==> config.mk <==
export PLATFORM = sky130hd
export DESIGN_NAME = pc_sequencer
export DESIGN_NICKNAME = d
export VERILOG_FILES = /design/src/rtl/pc_pkg.sv /design/src/rtl/pc_ras.sv /design/src/rtl/pc_sequencer.sv
export SDC_FILE = /design/constraint.sdc
export NUM_CORES = 1
export LEC_CHECK = 0
export CORE_MARGIN = 1
export CORE_UTILIZATION = 35
export CTS_BUF_LIST = sky130_fd_sc_hd__clkbuf_16
export DETAILED_ROUTE_END_ITERATION = 16
export MAX_ROUTING_LAYER = met4
export PLACE_DENSITY = 0.74
export SLEW_MARGIN = 20
export SYNTH_ARGS = -nofsm -noshare
export SYNTH_HDL_FRONTEND = slang
export SYNTH_SLANG_ARGS = --single-unit
==> constraint.sdc <==
create_clock -name clk -period 7 [get_ports clk]
set_clock_uncertainty 0.2 [all_clocks]
set_input_delay 1.05 -clock clk [delete_from_list [all_inputs] [get_ports clk]]
set_output_delay 1.05 -clock clk [all_outputs]
set_load 0.01 [all_outputs]
==> src/rtl/pc_pkg.sv <==
// Shared types and helpers for the program-counter sequencer.
package pc_pkg;

  typedef enum logic [1:0] {
    BRANCH = 2'd0,
    JUMP   = 2'd1,
    CALL   = 2'd2,
    RET    = 2'd3
  } redir_t;

  localparam int PC_SEQ_MAX_RAS_DEPTH = 16;

  // Only the low byte of an address matters, because INSTR_BYTES is at most 8.
  function automatic logic is_aligned(input logic [7:0] addr_lo, input int instr_bytes);
    logic [7:0] mask;
    mask = 8'(instr_bytes - 1);
    return (addr_lo & mask) == 8'h00;
  endfunction

endpackage

==> src/rtl/pc_ras.sv <==
// Circular return-address stack: a push when full overwrites the oldest entry.
module pc_ras
  import pc_pkg::*;
#(
  parameter int XLEN  = 32,
  parameter int DEPTH = 4
) (
  input  logic            clk,
  input  logic            reset,
  input  logic            push,
  input  logic            pop,
  input  logic [XLEN-1:0] push_data,
  output logic [XLEN-1:0] top,
  output logic            empty,
  output logic            full
);

  localparam int PW = $clog2(DEPTH);

  logic [XLEN-1:0] mem [DEPTH];
  logic [PW-1:0]   ptr;
  logic [PW-1:0]   ptr_m1;
  logic [PW:0]     count;

  assign ptr_m1 = ptr - PW'(1);
  assign top    = mem[ptr_m1];
  assign empty  = (count == '0);
  assign full   = (count == (PW+1)'(DEPTH));

  always_ff @(posedge clk) begin
    if (reset) begin
      ptr   <= '0;
      count <= '0;
    end else if (push) begin
      ptr <= ptr + PW'(1);
      if (!full) count <= count + (PW+1)'(1);
    end else if (pop && !empty) begin
      ptr   <= ptr_m1;
      count <= count - (PW+1)'(1);
    end
  end

  // Entries are not reset; count gates every read.
  always_ff @(posedge clk) begin
    if (push) mem[ptr] <= push_data;
  end

endmodule

==> src/rtl/pc_sequencer.sv <==
// Program-counter sequencer: priority mux, PC register and error pulses.
// Return-address stack built only when PC_SEQ_RAS_EN is defined.
module pc_sequencer
  import pc_pkg::*;
#(
  parameter int               XLEN         = 32,
  parameter logic [XLEN-1:0]  RESET_VECTOR = 32'h0040_0000,
  parameter int               INSTR_BYTES  = 4,
  parameter int               RAS_DEPTH    = 4
) (
  input  logic            clk,
  input  logic            reset,
  input  logic            stall,
  input  logic            pc_load_valid,
  input  logic [XLEN-1:0] pc_load_value,
  input  logic            redirect_valid,
  input  logic [1:0]      redirect_kind,
  input  logic [XLEN-1:0] redirect_target,
  output logic [XLEN-1:0] pc,
  output logic [XLEN-1:0] pc_next,
  output logic            pc_valid,
  output logic            misalign_err,
  output logic            ras_underflow,
  output logic            ras_empty,
  output logic            ras_full
);

  if (INSTR_BYTES < 1 || INSTR_BYTES > 8 || (INSTR_BYTES & (INSTR_BYTES - 1)) != 0 ||
      RAS_DEPTH < 2 || RAS_DEPTH > PC_SEQ_MAX_RAS_DEPTH ||
      (RAS_DEPTH & (RAS_DEPTH - 1)) != 0) begin : g_bad_param
    $error("pc_sequencer: INSTR_BYTES or RAS_DEPTH out of range");
  end

  redir_t          kind;
  logic [XLEN-1:0] pc_inc;
  logic [XLEN-1:0] redir_dest;
  logic            ret_hit;
  logic            push_c;
  logic            pop_c;
  logic            misalign_c;
  logic            underflow_c;

  assign kind   = redir_t'(redirect_kind);
  assign pc_inc = pc + XLEN'(INSTR_BYTES);

`ifdef PC_SEQ_RAS_EN
  logic [XLEN-1:0] ras_top;

  pc_ras #(
    .XLEN  (XLEN),
    .DEPTH (RAS_DEPTH)
  ) u_ras (
    .clk       (clk),
    .reset     (reset),
    .push      (push_c),
    .pop       (pop_c),
    .push_data (pc_inc),
    .top       (ras_top),
    .empty     (ras_empty),
    .full      (ras_full)
  );

  assign ret_hit    = (kind == RET) && !ras_empty;
  assign redir_dest = ret_hit ? ras_top : redirect_target;
`else
  assign ras_empty  = 1'b1;
  assign ras_full   = 1'b0;
  assign ret_hit    = 1'b0;
  assign redir_dest = redirect_target;
`endif

  always_comb begin
    pc_next     = stall ? pc : pc_inc;
    push_c      = 1'b0;
    pop_c       = 1'b0;
    misalign_c  = 1'b0;
    underflow_c = 1'b0;
    if (reset) begin
      pc_next = RESET_VECTOR;
    end else if (pc_load_valid) begin
      // A dropped load also suppresses any redirect in the same cycle.
      if (is_aligned(pc_load_value[7:0], INSTR_BYTES)) pc_next = pc_load_value;
      else                                             misalign_c = 1'b1;
    end else if (redirect_valid) begin
      if (is_aligned(redir_dest[7:0], INSTR_BYTES)) begin
        pc_next = redir_dest;
`ifdef PC_SEQ_RAS_EN
        push_c      = (kind == CALL);
        pop_c       = ret_hit;
        underflow_c = (kind == RET) && !ret_hit;
`endif
      end else begin
        misalign_c = 1'b1;
      end
    end
  end

  // Stage boundary: PC register, valid and one-cycle error pulses.
  always_ff @(posedge clk) begin
    if (reset) begin
      pc            <= RESET_VECTOR;
      pc_valid      <= 1'b0;
      misalign_err  <= 1'b0;
      ras_underflow <= 1'b0;
    end else begin
      pc            <= pc_next;
      pc_valid      <= 1'b1;
      misalign_err  <= misalign_c;
      ras_underflow <= underflow_c;
    end
  end

endmodule
### After elaboration in Yosys (flattened, before gate mapping)

Index checks and enable logic that the tools add are counted.

* add/subtract/negate cells: 1
* multiplexer cells: 11
* reductions and logical operators: 2

Operators with widths (count)
* 2-to-1 mux 32 bit: 6
* adder 32 x 3 -> 32 bit (second input constant): 1
* logical NOT 8 bit: 2
* 2-to-1 mux 1 bit: 5

* bits in registers: 34
* bits of input ports: 71
* output and inout bits: 69

### Logic depth before layout (Yosys ltp)

Gate-level depths: netlist of run 1.

* depth in word-level cells: 6
* gate-level depth with buffers: 7
* gate-level depth less buffers: 6

### Worst setup path after synthesis of run 1

Ideal clock, no wire load.

* path type: input port to output port
* start: input port redirect_target[0]
* end: output port pc_next[15]
* arrival time: 2478 ps
* required time: 5750 ps
* slack: 3272 ps
* stages on the path: 4
* buffers on the path: 1
* path through: nor4b_1 nor2_1 clkbuf_1 a211oi_1

* longest elaborated chain between the ends: 5

Ends and longest elaborated chain
* start, declared: RTL line pc_sequencer.sv:18 `input logic [XLEN-1:0] redirect_target,`
* logical NOT 8 bit: RTL line pc_pkg.sv:17 `return (addr_lo & mask) == 8'h00;`
* 2-to-1 mux 32 bit: RTL line pc_sequencer.sv:85 `if (is_aligned(redir_dest[7:0], INSTR_BYTES)) begin`
* 2-to-1 mux 32 bit: RTL line pc_sequencer.sv:84 `end else if (redirect_valid) begin`
* 2-to-1 mux 32 bit: RTL line pc_sequencer.sv:80 `end else if (pc_load_valid) begin`
* 2-to-1 mux 32 bit: RTL line pc_sequencer.sv:78 `if (reset) begin`
* end, declared: RTL line pc_sequencer.sv:20 `output logic [XLEN-1:0] pc_next,`

No other way between the ends.

### Worst setup path after layout of run 1

* start: input port pc_load_valid
* end: output port pc_next[8]

* longest elaborated chain between the ends: 2

Ends and longest elaborated chain
* start, declared: RTL line pc_sequencer.sv:14 `input logic pc_load_valid,`
* 2-to-1 mux 32 bit: RTL line pc_sequencer.sv:80
* 2-to-1 mux 32 bit: RTL line pc_sequencer.sv:78

No other way between the ends.

==> results of run 1 <==
stage by stage:
stage          power [mW]  cells  hold slack, ns
6_report            0.584    460           0.311
3_3_place_gp        0.376    452           0.290
3_5_place_dp        0.378    452           0.300
5_1_grt             0.610    460           0.331
4_1_cts             0.588    460           0.317
2_1_floorplan       0.283    262           0.333
flip-flops by register name, summed over array words and instances, names as in the netlist:
name	count
misalign_err	1
pc	32
pc_valid	1
cells in the mapped netlist (all sizes together) (3+ instances only):
| cell | number | area [µm²] |
|---|---|---|
| clkbuf | 16 | 60.1 |
| nor3 | 5 | 41.3 |
| a21oi | 24 | 120 |
| nor4 | 4 | 61.3 |
| xor2 | 13 | 114 |
| and3 | 8 | 50.1 |
| o21ai | 4 | 20.0 |
| nor2 | 12 | 45.0 |
| a22oi | 12 | 90.1 |
| nand3 | 6 | 35.0 |
| nand2 | 23 | 86.3 |
| o22ai | 22 | 138 |
| nand4 | 5 | 46.3 |
| xnor2 | 16 | 140 |
| buf | 6 | 42.5 |
| inv | 3 | 11.3 |
| o221ai | 6 | 52.6 |
| a211oi | 20 | 150 |
| nand4b | 3 | 41.3 |
| dfxtp | 34 | 681 |
how the worst min path moves through the flow:
stage,start,endpoint,depth (start not counted)
4_1_cts,pc[1]$_SDFF_PP0_,pc[1]$_SDFF_PP0_,1
3_5_place_dp,pc[1]$_SDFF_PP0_,pc[1]$_SDFF_PP0_,1
5_1_grt,pc[0]$_SDFF_PP0_,pc[0]$_SDFF_PP0_,1
3_3_place_gp,pc[0]$_SDFF_PP0_,pc[0]$_SDFF_PP0_,1
2_1_floorplan,pc[0]$_SDFF_PP0_,pc[0]$_SDFF_PP0_,1
6_report,pc[1]$_SDFF_PP0_,pc[1]$_SDFF_PP0_,1
logic make-up (layout without fill, tap and decap cells):
family                   count (synthesis)  in the layout  synth area share, %
XOR/XNOR                                29             29                 11.7
AND/OR/NAND/NOR                         78             78                 23.1
adder cells (fa/ha/maj)                  1              1                0.574
other                                    2              3                0.345
AO/OA/AOI/OAI                           91             91                 27.3
flip-flops                              34             34                 31.2
buffers and inverters                   25            148                 5.23
multiplexers                             1              1                0.460
worst reg2reg max path, delay by kind of cell, from the launching register on:
| family | cells | cell delay (ns) |
|---|---|---|
| simple gates | 2 | 0.93 |
| buf+inv | 1 | 0.05 |
| xor+xnor | 1 | 0.17 |
| fa+ha+maj | 1 | 0.20 |
| flops | 1 | 0.40 |
| compound gates | 1 | 0.09 |
layer usage:
metal / vias to the layer above / track usage [%] / part of all wire, %
met2: 62 / 38.1 / 51
met4: 0 / 7.14 / 1.6
met1: 1176 / 26.5 / 44
li1: 1229 / - / -
met5: - / - / 0
met3: 9 / 2.25 / 3.6
layout make-up:
type	instances	area, µm²
clock buffers	5	125
clock inverters	3	12.5
fillers	557	2270
inverters	3	11.3
multi-input cells	203	1400
flip-flops and latches	34	681
well taps	75	93.8
repair buffers	137	1360
cells in the final DEF (no fill, tap or decap), types with 3 or more instances in the layout:
cell type / netlist / layout
nand4_1: 4 / 4
inv_1: 3 / 4
xnor2_1: 16 / 16
o221ai_1: 6 / 6
nand2_1: 23 / 23
and3_1: 8 / 8
clkbuf_16: 0 / 5
o21ai_0: 4 / 4
a211oi_1: 20 / 20
a22oi_1: 12 / 12
nor2_1: 12 / 11
nor3_1: 3 / 3
nand3_1: 5 / 5
clkdlybuf4s50_1: 0 / 133
dfxtp_1: 34 / 34
a21oi_1: 24 / 24
conb_1: 2 / 3
buf_4: 3 / 3
o22ai_1: 22 / 22
xor2_1: 13 / 13
power by group through the flow:
stage / combinational [mW] / clock [mW] / sequential (mW)
floorplan: 0.0551 / 0 / 0.228
CTS: 0.154 / 0.213 / 0.220
global placement: 0.151 / 0 / 0.224
detailed placement: 0.153 / 0 / 0.224
finish: 0.153 / 0.211 / 0.220
global route: 0.164 / 0.223 / 0.222
==> flow_summary_export.csv, run 1 <==
group,metric,value,unit
clocking,clkTransAtPathRegs,0.05,ns
detailed_routing,drt-initial-drc-count,61,
die,fp.dieArea,6540,µm²
setup_path,worstSetupStartpoint,"pc_load_valid",
detailed_routing,first_pass_iters,4,
logic_synthesis,avgSynthCellArea,8.35,µm²
setup_path,critPathRequiredTime,5.75,ns
logic_synthesis,seq_area_frac_synth,31.2,%
clocking,cts_hold_buf,0,
setup_path,crit_slowest_cell,"nor3b_2",
clocking,max-clock-path-buffers,2,
setup_path,reg2reg_setup_slack,4.83,ns
placement,port_buffers,134,
setup_path,crit_chain,"clkdlybuf4s50_1 -> nor3b_2 -> nor2_2 -> buf_4 -> nand2_1 -> o22ai_1 -> clkdlybuf4s50_1",
power_and_ir_drop,combinationalPowerShare,26.3,%
status,outcome,"finished clean",
sta,finalSetupViolCount,0,
logic_synthesis,netlist_instances,261,
power_and_ir_drop,p_int,0.426,mW
flow_run,cap_violations,0,
power_and_ir_drop,swShare,27.2,%
layout,n_antenna_cell,0,
clocking,cts_tree,"done",
setup_path,path_delay_family,"simple AND/OR/NAND/NOR gates",
layout,design_area,3680,µm²
detailed_routing,drc,0,
setup_path,r2r-start,"pc[2]$_SDFF_PP0_",
clocking,cts-root-buf,"clkbuf_16",
power_and_ir_drop,sequentialPowerShare,37.7,%
detailed_routing,dr_total_vias,2476,
placement,globalplace.congestion,0.748,
sta,fin_ws,1.79,ns
global_routing,grt_first_pass_wirelength,10.9,mm
die,fp-row-count,28,
placement,pre_cts_ws,1.78,ns
global_routing,overflow,0,
logic_synthesis,yosysUniqueCellTypes,45,
die,ios,140,
power_and_ir_drop,power_switching,0.159,mW
setup_path,setup.worst_path.end_class,"output pin",
clocking,cts_sinks,34,
placement,dp_hpwl,5.45,mm
global_routing,grt_max_degree,42,
die,die_h,80.9,µm
logic_synthesis,ys.flop_type,"dfxtp_1",
global_routing,antenna_found_initial,0,
setup_path,max_stage_delay,0.80,ns
global_routing,grt_pass1_vias,2302,
logic_synthesis,synth_edf_count,0,
power_and_ir_drop,power_frac_clock,36.0,%
setup_path,crit_fanout,35,
clocking,h-tree-depth,2,
clocking,ctsResizeCount,0,
setup_path,path_common_cell,"clkdlybuf4s50_1",
detailed_routing,ant_nets,0,
setup_path,cp_data_arrival_time,3.96,ns
layout,nets,456,
sta,finalCriticalPeriod,5.21,ns
clocking,numCtsBuffers,5,
sta,post-route-period-util,74.5,%
global_routing,grt_usage,22.0,%
sta,maxSlewHeadroom,37.0,%
layout,final_util,61.8,%
clocking,insertion_delay,0.27,ns
setup_path,reg2reg_depth,6,
detailed_routing,avgViaCountPerCell,5.38,
worst_hold_path,hold_class,"reg -> reg",
die,die_x,80.9,µm
logic_synthesis,ys_warn_count,0,
power_and_ir_drop,leakage,1.28,nW
sta,slew_violations,0,
sta,fin_setup_tns,0,ns
setup_path,crit_end,"pc_next[8]",
setup_path,cp.buffers_inverters,3,
detailed_routing,wl_per_cell,15.4,µm
die,core-area,5960,µm²
logic_synthesis,ys_ff_latch,34,
die,start_util,36.6,%
layout,syn2layout_area_growth,69.1,%
power_and_ir_drop,ir_drop,0.000120,V
placement,placed_cell_area,3550,µm²
power_and_ir_drop,power_density,159,nW/µm²
detailed_routing,route.final.wire_length,7.10,mm
setup_path,timing.rr.end,"pc[28]$_SDFF_PP0_",
setup_path,cp.depth,7,
sta,rsz0062_at_grt,"no",
sta,hold_violations,0,
setup_path,critPathLaunchType,"input pin",
clocking,cts_setup_buffers,0,
sta,fmax,192,MHz
logic_synthesis,synth_area,2180,µm²
sta,tightest_slew,0.940,ns
setup_path,path_class,"in -> out",
layout,drive_gt1_share,6.49,%
logic_synthesis,ys_async_sr_fraction,0,%
(Power assumes the default switching activity.)
==> run 2, diff against run 1 <==
--- a/config.mk
+++ b/config.mk
@@ -6,11 +6,11 @@
 export NUM_CORES = 1
 export LEC_CHECK = 0
 export CORE_MARGIN = 1
-export CORE_UTILIZATION = 35
+export CORE_UTILIZATION = 33
 export CTS_BUF_LIST = sky130_fd_sc_hd__clkbuf_16
 export DETAILED_ROUTE_END_ITERATION = 16
 export MAX_ROUTING_LAYER = met4
-export PLACE_DENSITY = 0.74
+export PLACE_DENSITY = 0.73
 export SLEW_MARGIN = 20
 export SYNTH_ARGS = -nofsm -noshare
 export SYNTH_HDL_FRONTEND = slang
==> constraint.sdc (replaced) <==
create_clock -name clk -period 4.3 [get_ports clk]
set_clock_uncertainty 0.2 [all_clocks]
set_input_delay 0.645 -clock clk [delete_from_list [all_inputs] [get_ports clk]]
set_output_delay 0.645 -clock clk [all_outputs]
set_load 0.01 [all_outputs]
==> flow_summary_export.csv, run 2 (synthesis gave the netlist of run 1 again) <==
group,metric,value,unit
status,outcome,"finished clean",
layout,nets,459,
flow_run,cap_violations,0,
clocking,cts_sinks,34,
worst_hold_path,hold_class,"reg -> reg",
power_and_ir_drop,power_switching,0.247,mW
setup_path,crit_fanout,10,
die,core-area,6350,µm²
layout,n_antenna_cell,0,
setup_path,path_class,"in -> out",
detailed_routing,avgViaCountPerCell,5.31,
sta,rsz0062_at_grt,"no",
die,fp.dieArea,6930,µm²
die,fp-row-count,29,
power_and_ir_drop,p_int,0.693,mW
die,start_util,34.3,%
detailed_routing,wl_met2,3.64,mm
setup_path,setup.worst_path.end_class,"output pin",
detailed_routing,drc,0,
clocking,numCtsBuffers,5,
layout,syn2layout_area_growth,70.6,%
placement,dp_hpwl,5.46,mm
placement,placed_cell_area,3580,µm²
global_routing,grt_pass1_vias,2449,
detailed_routing,routedLengthMet1,3.01,mm
detailed_routing,first_pass_iters,4,
setup_path,cp.buffers_inverters,2,
sta,maxSlewHeadroom,65.3,%
power_and_ir_drop,power_density,253,nW/µm²
clocking,cts_hold_buf,0,
die,ios,140,
die,die_h,83.2,µm
sta,finalCriticalPeriod,3.96,ns
clocking,clkTransAtPathRegs,0.05,ns
clocking,h-tree-depth,2,
global_routing,antenna_found_initial,0,
layout,reg_top3,"pc (32), misalign_err (1), pc_valid (1)",
sta,fmax,252,MHz
placement,pre_cts_ws,0.329,ns
placement,globalplace.congestion,0.814,
detailed_routing,ant_nets,0,
layout,drive_gt1_share,6.98,%
clocking,cts_tree,"done",
detailed_routing,route.met3.wl,244,µm
setup_path,crit_chain,"clkdlybuf4s50_1 -> nand4b_4 -> or4_4 -> nor4_2 -> xnor2_1 -> a21oi_1 -> clkdlybuf4s50_1",
clocking,insertion_delay,0.27,ns
power_and_ir_drop,combinationalPowerShare,26.8,%
setup_path,critPathRequiredTime,3.45,ns
power_and_ir_drop,power.total,0.940,mW
setup_path,cp_data_arrival_time,3.12,ns
setup_path,max_stage_delay,0.57,ns
sta,slew_violations,0,
placement,port_buffers,134,
power_and_ir_drop,power_frac_clock,35.0,%
layout,design_area,3720,µm²
global_routing,overflow,0,
sta,post-route-period-util,92.2,%
sta,tightest_slew,0.521,ns
power_and_ir_drop,swShare,26.3,%
sta,finalSetupViolCount,0,
layout,largest_reg_flops,32,
power_and_ir_drop,leakage,1.30,nW
sta,hold_violations,0,
clocking,ctsResizeCount,0,
setup_path,path_delay_family,"simple AND/OR/NAND/NOR gates",
setup_path,crit_slowest_cell,"or4_4",
sta,fin_setup_tns,0,ns
detailed_routing,wl_per_cell,15.1,µm
detailed_routing,top_layer,"met4",
layout,final_common_cell,"clkdlybuf4s50_1",
clocking,max-clock-path-buffers,2,
detailed_routing,drt-initial-drc-count,96,
setup_path,path_common_cell,"clkdlybuf4s50_1",
clocking,cts-root-buf,"clkbuf_16",
layout,final_util,58.5,%
clocking,cts_setup_buffers,0,
power_and_ir_drop,sequentialPowerShare,38.2,%
layout,mostFrequentLayoutCells,"clkdlybuf4s50_1 (133), dfxtp_1 (34), a21oi_1 (24)",
detailed_routing,dr_total_vias,2462,
die,die_x,83.2,µm
power_and_ir_drop,ir_drop,0.000239,V
global_routing,grt_first_pass_wirelength,11.7,mm
global_routing,grt_max_degree,44,
sta,fin_ws,0.336,ns
detailed_routing,route.final.wire_length,7.02,mm
setup_path,critPathLaunchType,"input pin",
layout,top_register,"pc",
global_routing,grt_usage,21.0,%
run 2: changes by cell type in the layout (fill, tap and decap cells not counted):
cell,previous run,this run
buf_4,3,5
inv_1,4,5
buf_12,0,1
clkinv_2,1,0
clkinv_1,1,0
run 2: worst paths after layout:
path / start / slack [ns] / depth (start not counted) / end
max: stall / 0.34 / 7 / pc_next[28]
min: pc[0]$_SDFF_PP0_ / 0.31 / 1 / pc[0]$_SDFF_PP0_
max reg2reg: pc[3]$_SDFF_PP0_ / 2.07 / 6 / pc[28]$_SDFF_PP0_
min reg2reg: pc[0]$_SDFF_PP0_ / 0.31 / 1 / pc[0]$_SDFF_PP0_
run 2: layer usage:
metal / vias to the layer above / GRT usage [%]
met3: 8 / 2.68
met2: 69 / 37.6
met1: 1149 / 25.0
met5: - / -
li1: 1236 / -
met4: 0 / 4.86
run 2: power groups by stage:
stage               sequential (mW)  clock (mW)  combinational (mW)
floorplan                     0.371           0              0.0898
global placement              0.365           0               0.249
detailed placement            0.366           0               0.251
CTS                           0.359       0.338               0.253
global route                  0.363       0.356               0.271
finish                        0.359       0.329               0.251
run 2: through the flow:
| stage | hold slack, ns | std cells |
|---|---|---|
| finish | 0.307 | 464 |
| global placement | 0.289 | 457 |
| global route | 0.334 | 464 |
| CTS | 0.306 | 464 |
| floorplan | 0.333 | 262 |
| detailed placement | 0.290 | 457 |
run 2: cell type report:
class                      count  area (µm²)
inverter                       3        11.3
clock inverter                 2        7.51
sequential                    34         681
tap                           77        96.3
clock buffer                   5         125
timing repair buffer         140        1390
fill                         589        2630
multi-input combinational    203        1400
